==> config.mk <==
export PLATFORM = sky130hd
export DESIGN_NAME = clk_reset_seq
export DESIGN_NICKNAME = d
export VERILOG_FILES = /design/src/rtl/clk_reset_seq_pkg.sv /design/src/rtl/rst_sync_2ff.sv /design/src/rtl/clk_reset_seq.sv
export SDC_FILE = /design/constraint.sdc
export NUM_CORES = 1
export LEC_CHECK = 0
export CORE_AREA = 2 2 39 41
export CTS_BUF_LIST = sky130_fd_sc_hd__clkbuf_4 sky130_fd_sc_hd__clkbuf_8
export DETAILED_ROUTE_END_ITERATION = 10
export DIE_AREA = 0 0 41 43
export SYNTH_ARGS = -nofsm -noshare
export SYNTH_HDL_FRONTEND = slang
export SYNTH_SLANG_ARGS = --single-unit
==> constraint.sdc <==
create_clock -name clk -period 2 [get_ports clk]
set_input_delay 0.4 -clock clk [delete_from_list [all_inputs] [get_ports clk]]
set_output_delay 0.4 -clock clk [all_outputs]
set_load 0.005 [all_outputs]
==> src/rtl/clk_reset_seq_pkg.sv <==
// Shared types and elaboration helpers for the clocked reset/start sequencer.
// Group offsets follow the packed node order RESET,START,STEP,CAPTURE,PASSTHRU from bit 0.
package clk_reset_seq_pkg;

  typedef enum logic [2:0] {
    SYNC       = 3'd0,
    HOLD       = 3'd1,
    WAIT_CAP   = 3'd2,
    WAIT_START = 3'd3,
    RUN        = 3'd4
  } state_e;

  function automatic int max3(input int a, input int b, input int c);
    int m;
    m = a;
    if (b > m) m = b;
    if (c > m) m = c;
    return m;
  endfunction

  function automatic int cnt_width(input int a, input int b, input int c);
    int w;
    w = $clog2(max3(a, b, c) + 1);
    if (w < 1) w = 1;
    return w;
  endfunction

  function automatic int start_off(input int resets);
    return resets;
  endfunction

  function automatic int step_off(input int resets, input int starts);
    return resets + starts;
  endfunction

  function automatic int cap_off(input int resets, input int starts, input int steps);
    return resets + starts + steps;
  endfunction

  function automatic int pass_off(input int resets, input int starts, input int steps,
                                  input int captures);
    return resets + starts + steps + captures;
  endfunction

endpackage

==> src/rtl/rst_sync_2ff.sv <==
// Two-flop reset synchronizer: asserts asynchronously, releases on the clock.
// rst_next_o is the value the output stage loads at the coming edge.
module rst_sync_2ff (
  input  logic clk_i,
  input  logic rst_i,
  output logic rst_sync_o,
  output logic rst_next_o
);

  logic meta_q;
  logic sync_q;

  always_ff @(posedge clk_i or posedge rst_i) begin
    if (rst_i) begin
      meta_q <= 1'b1;
      sync_q <= 1'b1;
    end else begin
      meta_q <= 1'b0;
      sync_q <= meta_q;
    end
  end

  assign rst_sync_o = sync_q;
  assign rst_next_o = meta_q;

endmodule

==> src/rtl/clk_reset_seq.sv <==
// Clocked reset/start sequencer driving the RESET|START|STEP|CAPTURE|PASSTHRU node vector.
// Optional feature: define CLK_RESET_SEQ_STEP_EN for on-demand single-cycle STEP pulses.
module clk_reset_seq
  import clk_reset_seq_pkg::*;
#(
  parameter int RESETS         = 1,
  parameter int STARTS         = 0,
  parameter int STEPS          = 0,
  parameter int CAPTURES       = 0,
  parameter int PASSTHRUS      = 0,
  parameter int RESET_CYCLES   = 10,
  parameter int CAPTURE_CYCLES = 10,
  parameter int START_CYCLES   = 10
) (
  input  logic clk,
  input  logic rst,
  input  logic hold,
`ifdef CLK_RESET_SEQ_STEP_EN
  input  logic step_req,
  output logic step_ack,
`endif
  output logic [RESETS+STARTS+STEPS+CAPTURES+PASSTHRUS-1:0] reset_n,
  output logic done
);

  localparam int N  = RESETS + STARTS + STEPS + CAPTURES + PASSTHRUS;
  localparam int CW = cnt_width(RESET_CYCLES, CAPTURE_CYCLES, START_CYCLES);
  localparam logic [CW-1:0] RC_LAST = CW'(RESET_CYCLES - 1);
  localparam logic [CW-1:0] CC_LAST = CW'(CAPTURE_CYCLES - 1);
  localparam logic [CW-1:0] SC_LAST = CW'(START_CYCLES - 1);
  localparam bit HAS_CAP   = (CAPTURES > 0);
  localparam bit HAS_START = ((STARTS + STEPS) > 0);
  localparam bit HAS_LATER = ((STARTS + STEPS + CAPTURES) > 0);

  logic          rst_sync;
  logic          rst_next;
  logic          hold_ok;
  state_e        state_q,    state_d;
  logic [CW-1:0] cnt_q,      cnt_d;
  logic          reset_up_q, reset_up_d;
  logic          cap_up_q,   cap_up_d;
  logic          start_up_q, start_up_d;
  logic          pass_up_q,  pass_up_d;
  logic          done_q,     done_d;

  rst_sync_2ff u_rst_sync (
    .clk_i      (clk),
    .rst_i      (rst),
    .rst_sync_o (rst_sync),
    .rst_next_o (rst_next)
  );

  // hold has no effect until the synchronizer has fully released
  assign hold_ok = hold && !rst_sync;

  always_comb begin
    state_d    = state_q;
    cnt_d      = cnt_q;
    reset_up_d = reset_up_q;
    cap_up_d   = cap_up_q;
    start_up_d = start_up_q;
    pass_up_d  = pass_up_q;
    if (hold_ok && (state_q != SYNC)) begin
      state_d    = HOLD;
      cnt_d      = '0;
      reset_up_d = 1'b0;
      cap_up_d   = 1'b0;
      start_up_d = 1'b0;
    end else begin
      case (state_q)
        // leave SYNC on the same edge the second synchronizer stage releases
        SYNC: begin
          if (!rst_next) begin
            state_d   = HOLD;
            cnt_d     = '0;
            pass_up_d = 1'b1;
          end
        end
        HOLD: begin
          if (cnt_q == RC_LAST) begin
            cnt_d      = '0;
            reset_up_d = 1'b1;
            state_d    = HAS_LATER ? WAIT_CAP : RUN;
          end else begin
            cnt_d = cnt_q + CW'(1);
          end
        end
        WAIT_CAP: begin
          if (cnt_q == CC_LAST) begin
            cnt_d = '0;
            if (HAS_CAP) begin
              cap_up_d = 1'b1;
              state_d  = HAS_START ? WAIT_START : RUN;
            end else begin
              start_up_d = 1'b1;
              state_d    = RUN;
            end
          end else begin
            cnt_d = cnt_q + CW'(1);
          end
        end
        WAIT_START: begin
          if (cnt_q == SC_LAST) begin
            cnt_d      = '0;
            start_up_d = 1'b1;
            state_d    = RUN;
          end else begin
            cnt_d = cnt_q + CW'(1);
          end
        end
        RUN: begin
          state_d = RUN;
        end
        default: begin
          state_d = SYNC;
          cnt_d   = '0;
        end
      endcase
    end
    done_d = (state_d == RUN);
  end

  always_ff @(posedge clk or posedge rst) begin
    if (rst) begin
      state_q    <= SYNC;
      cnt_q      <= '0;
      reset_up_q <= 1'b0;
      cap_up_q   <= 1'b0;
      start_up_q <= 1'b0;
      pass_up_q  <= 1'b0;
      done_q     <= 1'b0;
    end else begin
      state_q    <= state_d;
      cnt_q      <= cnt_d;
      reset_up_q <= reset_up_d;
      cap_up_q   <= cap_up_d;
      start_up_q <= start_up_d;
      pass_up_q  <= pass_up_d;
      done_q     <= done_d;
    end
  end

  assign done = done_q;

`ifdef CLK_RESET_SEQ_STEP_EN
  logic step_pulse_q, step_pulse_d;

  // a pulse in flight blocks the next request, so a held request pulses every other cycle
  always_comb begin
    step_pulse_d = (state_q == RUN) && !hold_ok && step_req && !step_pulse_q;
  end

  always_ff @(posedge clk or posedge rst) begin
    if (rst) begin
      step_pulse_q <= 1'b0;
    end else begin
      step_pulse_q <= step_pulse_d;
    end
  end

  assign step_ack = step_pulse_q;
`endif

  for (genvar g = 0; g < RESETS; g++) begin : g_rst
    assign reset_n[g] = reset_up_q;
  end

  for (genvar g = 0; g < STARTS; g++) begin : g_start
    assign reset_n[start_off(RESETS) + g] = start_up_q;
  end

  for (genvar g = 0; g < STEPS; g++) begin : g_step
`ifdef CLK_RESET_SEQ_STEP_EN
    assign reset_n[step_off(RESETS, STARTS) + g] = step_pulse_q;
`else
    assign reset_n[step_off(RESETS, STARTS) + g] = start_up_q;
`endif
  end

  for (genvar g = 0; g < CAPTURES; g++) begin : g_cap
    assign reset_n[cap_off(RESETS, STARTS, STEPS) + g] = cap_up_q;
  end

  for (genvar g = 0; g < PASSTHRUS; g++) begin : g_pass
    assign reset_n[pass_off(RESETS, STARTS, STEPS, CAPTURES) + g] = pass_up_q;
  end

  a_param_range: assert property (@(posedge clk)
    (RESET_CYCLES >= 1) && (CAPTURE_CYCLES >= 1) && (START_CYCLES >= 1) && (N >= 1));

  a_groups_monotonic: assert property (@(posedge clk) disable iff (rst)
    ($fell(reset_up_q) || $fell(cap_up_q) || $fell(start_up_q)) |-> $past(hold_ok));

  a_passthru_sticky: assert property (@(posedge clk) disable iff (rst)
    !$fell(pass_up_q));

endmodule
# After elaboration in Yosys (flattened, before gate mapping)
# Index checks and enable logic that the tools add are counted.
# op_classes
mux,11
add_sub_neg,1
eq_ne,8
n_reduce_logical,10
# op_table
operator,count
$mux 4,3
$pmux 4 s3,1
$mux 3,3
$pmux 3 s3,1
$eq 3x2->1 const B,2
$eq 3x3->1 const B,2
$add 4x1->4 const B,1
$eq 4x4->1 const B,1
$reduce_and 2->1,2
$reduce_bool 2->1,2
$eq 3x1->1 const B,1
$logic_not 3->1,1
$mux 1,3
$ne 3x3->1 const B,1
$reduce_bool 3->1,1
$reduce_or 3->1,1
$logic_and 1x1->1,2
$ne 2x2->1 const B,1
$logic_not 1->1,1
# totals
register_bits,11
output_inout_bits,2
elab_cells,36
inputBits,3

# Longest topological paths before layout
# depth
word_depth,5
ltp_mapped,6

# By module
# Synthesis repeated with hierarchy kept, for this count alone.
# hier_totals
cells_unflattened,49
area_unflattened_um2,513.0
# modules_own_cells
mod,area_each_um2,seq_area_each_um2,n_inst,cells_each
clk_reset_seq,452.9,225.2,1,45
rst_sync_2ff,60.1,52.6,1,4

# Least setup slack after synthesis
# Ideal clock, no wire load.
# synth_timing
path_kind,register -> register
startpoint,reg cnt_q[0]
endpoint,reg cnt_q[3]
arrival_time_ns,1.718
setup_ns,0.087
slack_ns,0.195
path_stages_with_launch,6
required_time_ns,1.913
cell_sequence,dfrtp_1 > ha_1 > and3b_2 > or4_4 > or3_1 > o211ai_1
# synth_between
elab_chain_cells,4
# synth_rtl
element,line,source
start: declaration,clk_reset_seq.sv:39,"logic [CW-1:0] cnt_q, cnt_d;"
start signal: assignment,clk_reset_seq.sv:134,cnt_q <= cnt_d;
$add 4x1->4 / $eq 4x4->1 (equally long branches),n/a,
$mux 4 (*),"clk_reset_seq.sv:80, clk_reset_seq.sv:89, clk_reset_seq.sv:103",
$pmux 4 s3 (*),clk_reset_seq.sv:70,case (state_q)
$mux 4 (*),clk_reset_seq.sv:63,if (hold_ok && (state_q != SYNC)) begin
# Every way passes the cells marked *; elsewhere a longest branch is shown, timed or not.
# A chain may end at the register's enable or synchronous reset.

# Worst setup path in the final report
# Ends and elaborated chain as after synthesis.

==> results.py <==
metrics = {
    "cts": {
        "clk_pin_slew_worst_paths_ns": 0.06,
        "clk_latency_ns": 0.26,
        "h-tree-depth": 1,
        "cts_resized": 0,
        "cts_max_path_buffers": 2,
        "cts_root_buf": "clkbuf_4",
        "cts.sinks": 11,
        "postCtsSetupBuffers": 0,
        "cts_tree": "yes",
        "hold_buffers": 0,
        "cts_made_buffers": 3,
    },
    "worst_setup_path": {
        "cp-end-kind": "flip-flop",
        "start_kind": "flip-flop",
        "crit_type": "flip-flop to flip-flop",
        "arrival_ns": 2.06,
        "critPathMaxFanout": 5,
        "required_ns": 2.18,
    },
    "placement": {
        "port_buffers": 4,
        "dpl.hpwl_um": 649,
        "place.gp.congestion": 0.683,
        "pre_cts_ws_ns": 0.0233,
        "placed_area_um2": 589,
    },
    "floorplan": {
        "die_area_um2": 1760,
        "ioPinCount": 5,
        "initial_utilization": 0.373,
        "placementRows": 14,
        "chipHeight_um": 43,
        "core-area_um2": 1380,
        "dieWidth_um": 41,
    },
    "yosys": {
        "yosys.area.top_type": "dfrtp_1",
        "synth-edff-count": 0,
        "yosys_warnings": 0,
        "syn_nets": 54,
        "synth_most_common_cell": "dfrtp_1",
        "synth-seq-cells": 11,
        "ys.flop_type": "dfrtp_1",
        "synth_top_cell_area_share": 0.436,
        "synthDistinctLibCells": 25,
        "synthTopCellsByArea": "dfrtp_1 (44%), dfstp_2 (10%), ha_1 (4.8%)",
        "ys_seq_area_frac": 0.538,
        "synth.avg_cell_area_um2": 10.5,
        "synth_area_um2": 517,
        "synthCells": 49,
        "synthArstFlopShare": 1.00,
        "netlist_top_cells_count": "dfrtp_1 (9), nor2_1 (5), nand2_1 (4)",
    },
    "job": {
        "drv_cap": 0,
    },
    "sta": {
        "fin_skew_ns": 0.00278,
        "final.period_utilization": 0.940,
        "max_freq_mhz": 532,
        "finalSetupViolCount": 0,
        "fin_tns_setup_ns": 0,
        "slew_viol_final": 0,
        "layout_setup_ws_ns": 0.120,
        "hold_viol": 0,
        "rsz0062_at_grt": "no",
        "min_period_ns": 1.88,
    },
    "drt": {
        "dr.pass1.iters": 2,
        "drt_iter0_drc": 4,
        "num_vias": 375,
        "wl_um": 864,
        "viasPerCell": 5.07,
        "ant_nets": 0,
        "drc": 0,
        "wire_per_inst_um": 11.7,
    },
    "global_routing": {
        "grt_remaining_overflow": 0,
        "groute.usage.overall": 0.138,
        "grt_pass1_wl_um": 1590,
        "antenna_found_initial": 0,
        "grt_max_degree": 12,
        "grt_pass1_vias": 356,
    },
    "finish": {
        "post-route-util": 0.446,
        "drive_above_1_share": 0.207,
        "regArea_um2": 278,
        "fillers": 136,
        "nets": 64,
        "multiInputGateArea_um2": 221,
        "areaGrowthSynthToFinish_pct": 19.4,
        "stdcell_area_um2": 617,
        "diodes": 0,
    },
    "run_status": {
        "status": "finished clean",
    },
    "min_path": {
        "hold_class": "flip-flop to flip-flop",
    },
    "power_and_ir_drop": {
        "power_mw": 0.669,
        "leakage_nw": 0.274,
        "powerDensity_nw_per_um2": 1080,
        "vdd.ir_drop.worst_v": 0.000457,
    },
}
[layer usage]
| layer | routed length [µm] | global-route usage | vias up |
|---|---|---|---|
| met1 | 396 | 0.190 | 175 |
| met5 | 0 | 0 | - |
| met4 | 21 | 0.100 | 0 |
| met2 | 418 | 0.181 | 5 |
| li1 | - | - | 191 |
| met3 | 28 | 0.0314 | 4 |
[layout make-up]
| class | count | share of cell area |
|---|---|---|
| clock inverter | 1 | 0.00811 |
| clock buffer | 3 | 0.0365 |
| timing repair buffer | 7 | 0.101 |
| sequential | 11 | 0.450 |
| tap | 16 | 0.0325 |
| inverter | 2 | 0.0122 |
| multi-input combinational | 34 | 0.359 |
[cell usage in the layout (no fill, tap or decap), types with 2 or more instances in the layout]
| master | instances |
|---|---|
| dfrtp_1 | 9 |
| nor2_1 | 5 |
| nand2_1 | 4 |
| clkdlybuf4s50_1 | 4 |
| a21oi_1 | 3 |
| clkbuf_4 | 3 |
| buf_4 | 3 |
| nor2b_1 | 2 |
| inv_1 | 2 |
| nor3b_1 | 2 |
| o21ai_0 | 2 |
| ha_1 | 2 |
| dfstp_2 | 2 |
[power breakdown]
| group | leakage (nW) | internal, mW | total [mW] | switching, mW |
|---|---|---|---|---|
| Combinational | 0.119 | 0.109 | 0.192 | 0.0828 |
| Sequential | 0.137 | 0.279 | 0.332 | 0.0538 |
| Clock | 0.0177 | 0.0739 | 0.144 | 0.0702 |
| Total | 0.274 | 0.462 | 0.669 | 0.207 |
[cell families (layout without fill, tap and decap cells)]
group / after synthesis / count (layout) / synth area share
and+or+nand+nor: 19 / 19 / 0.208
buffers and inverters: 4 / 13 / 0.0339
adders and majority gates: 2 / 2 / 0.0484
other: 1 / 1 / 0.00726
DFF: 11 / 11 / 0.538
AOI/OAI and AO/OA: 12 / 12 / 0.165
[final timing paths]
kind	startpoint	end	slack, ns	depth (start not counted)
max in group asynchronous	rst	u_rst_sync.rst_sync_o	1.27	2
setup reg to reg	cnt_q[0]	cnt_q[3]	0.12	5
min in group asynchronous	rst	reset_n	0.41	2
hold reg to reg	u_rst_sync.rst_next_o	u_rst_sync.rst_sync_o	0.38	0
setup / recovery	cnt_q[0]	cnt_q[3]	0.12	5
hold / removal	u_rst_sync.rst_next_o	u_rst_sync.rst_sync_o	0.38	0
[flip-flops by register name (all words and copies together) (netlist names)]
signal / count
cnt_q: 4
done: 1
reset_n: 1
state_q: 3
u_rst_sync.rst_next_o: 1
u_rst_sync.rst_sync_o: 1
[critical path, stage by stage, from the launching register on]
cell	delay [ns]
dfrtp_1	0.42
ha_1	0.21
and3b_2	0.24
or4_4	0.49
or3_1	0.35
o211ai_1	0.09
[metrics by stage]
stage	hold slack [ns]	cells
after global routing	0.388	74
after CTS	0.379	74
final	0.378	74
after floorplan	0.251	49
after detailed placement	0.367	70
after global placement	0.374	70
Note: power is estimated with default switching activity, not from simulation.
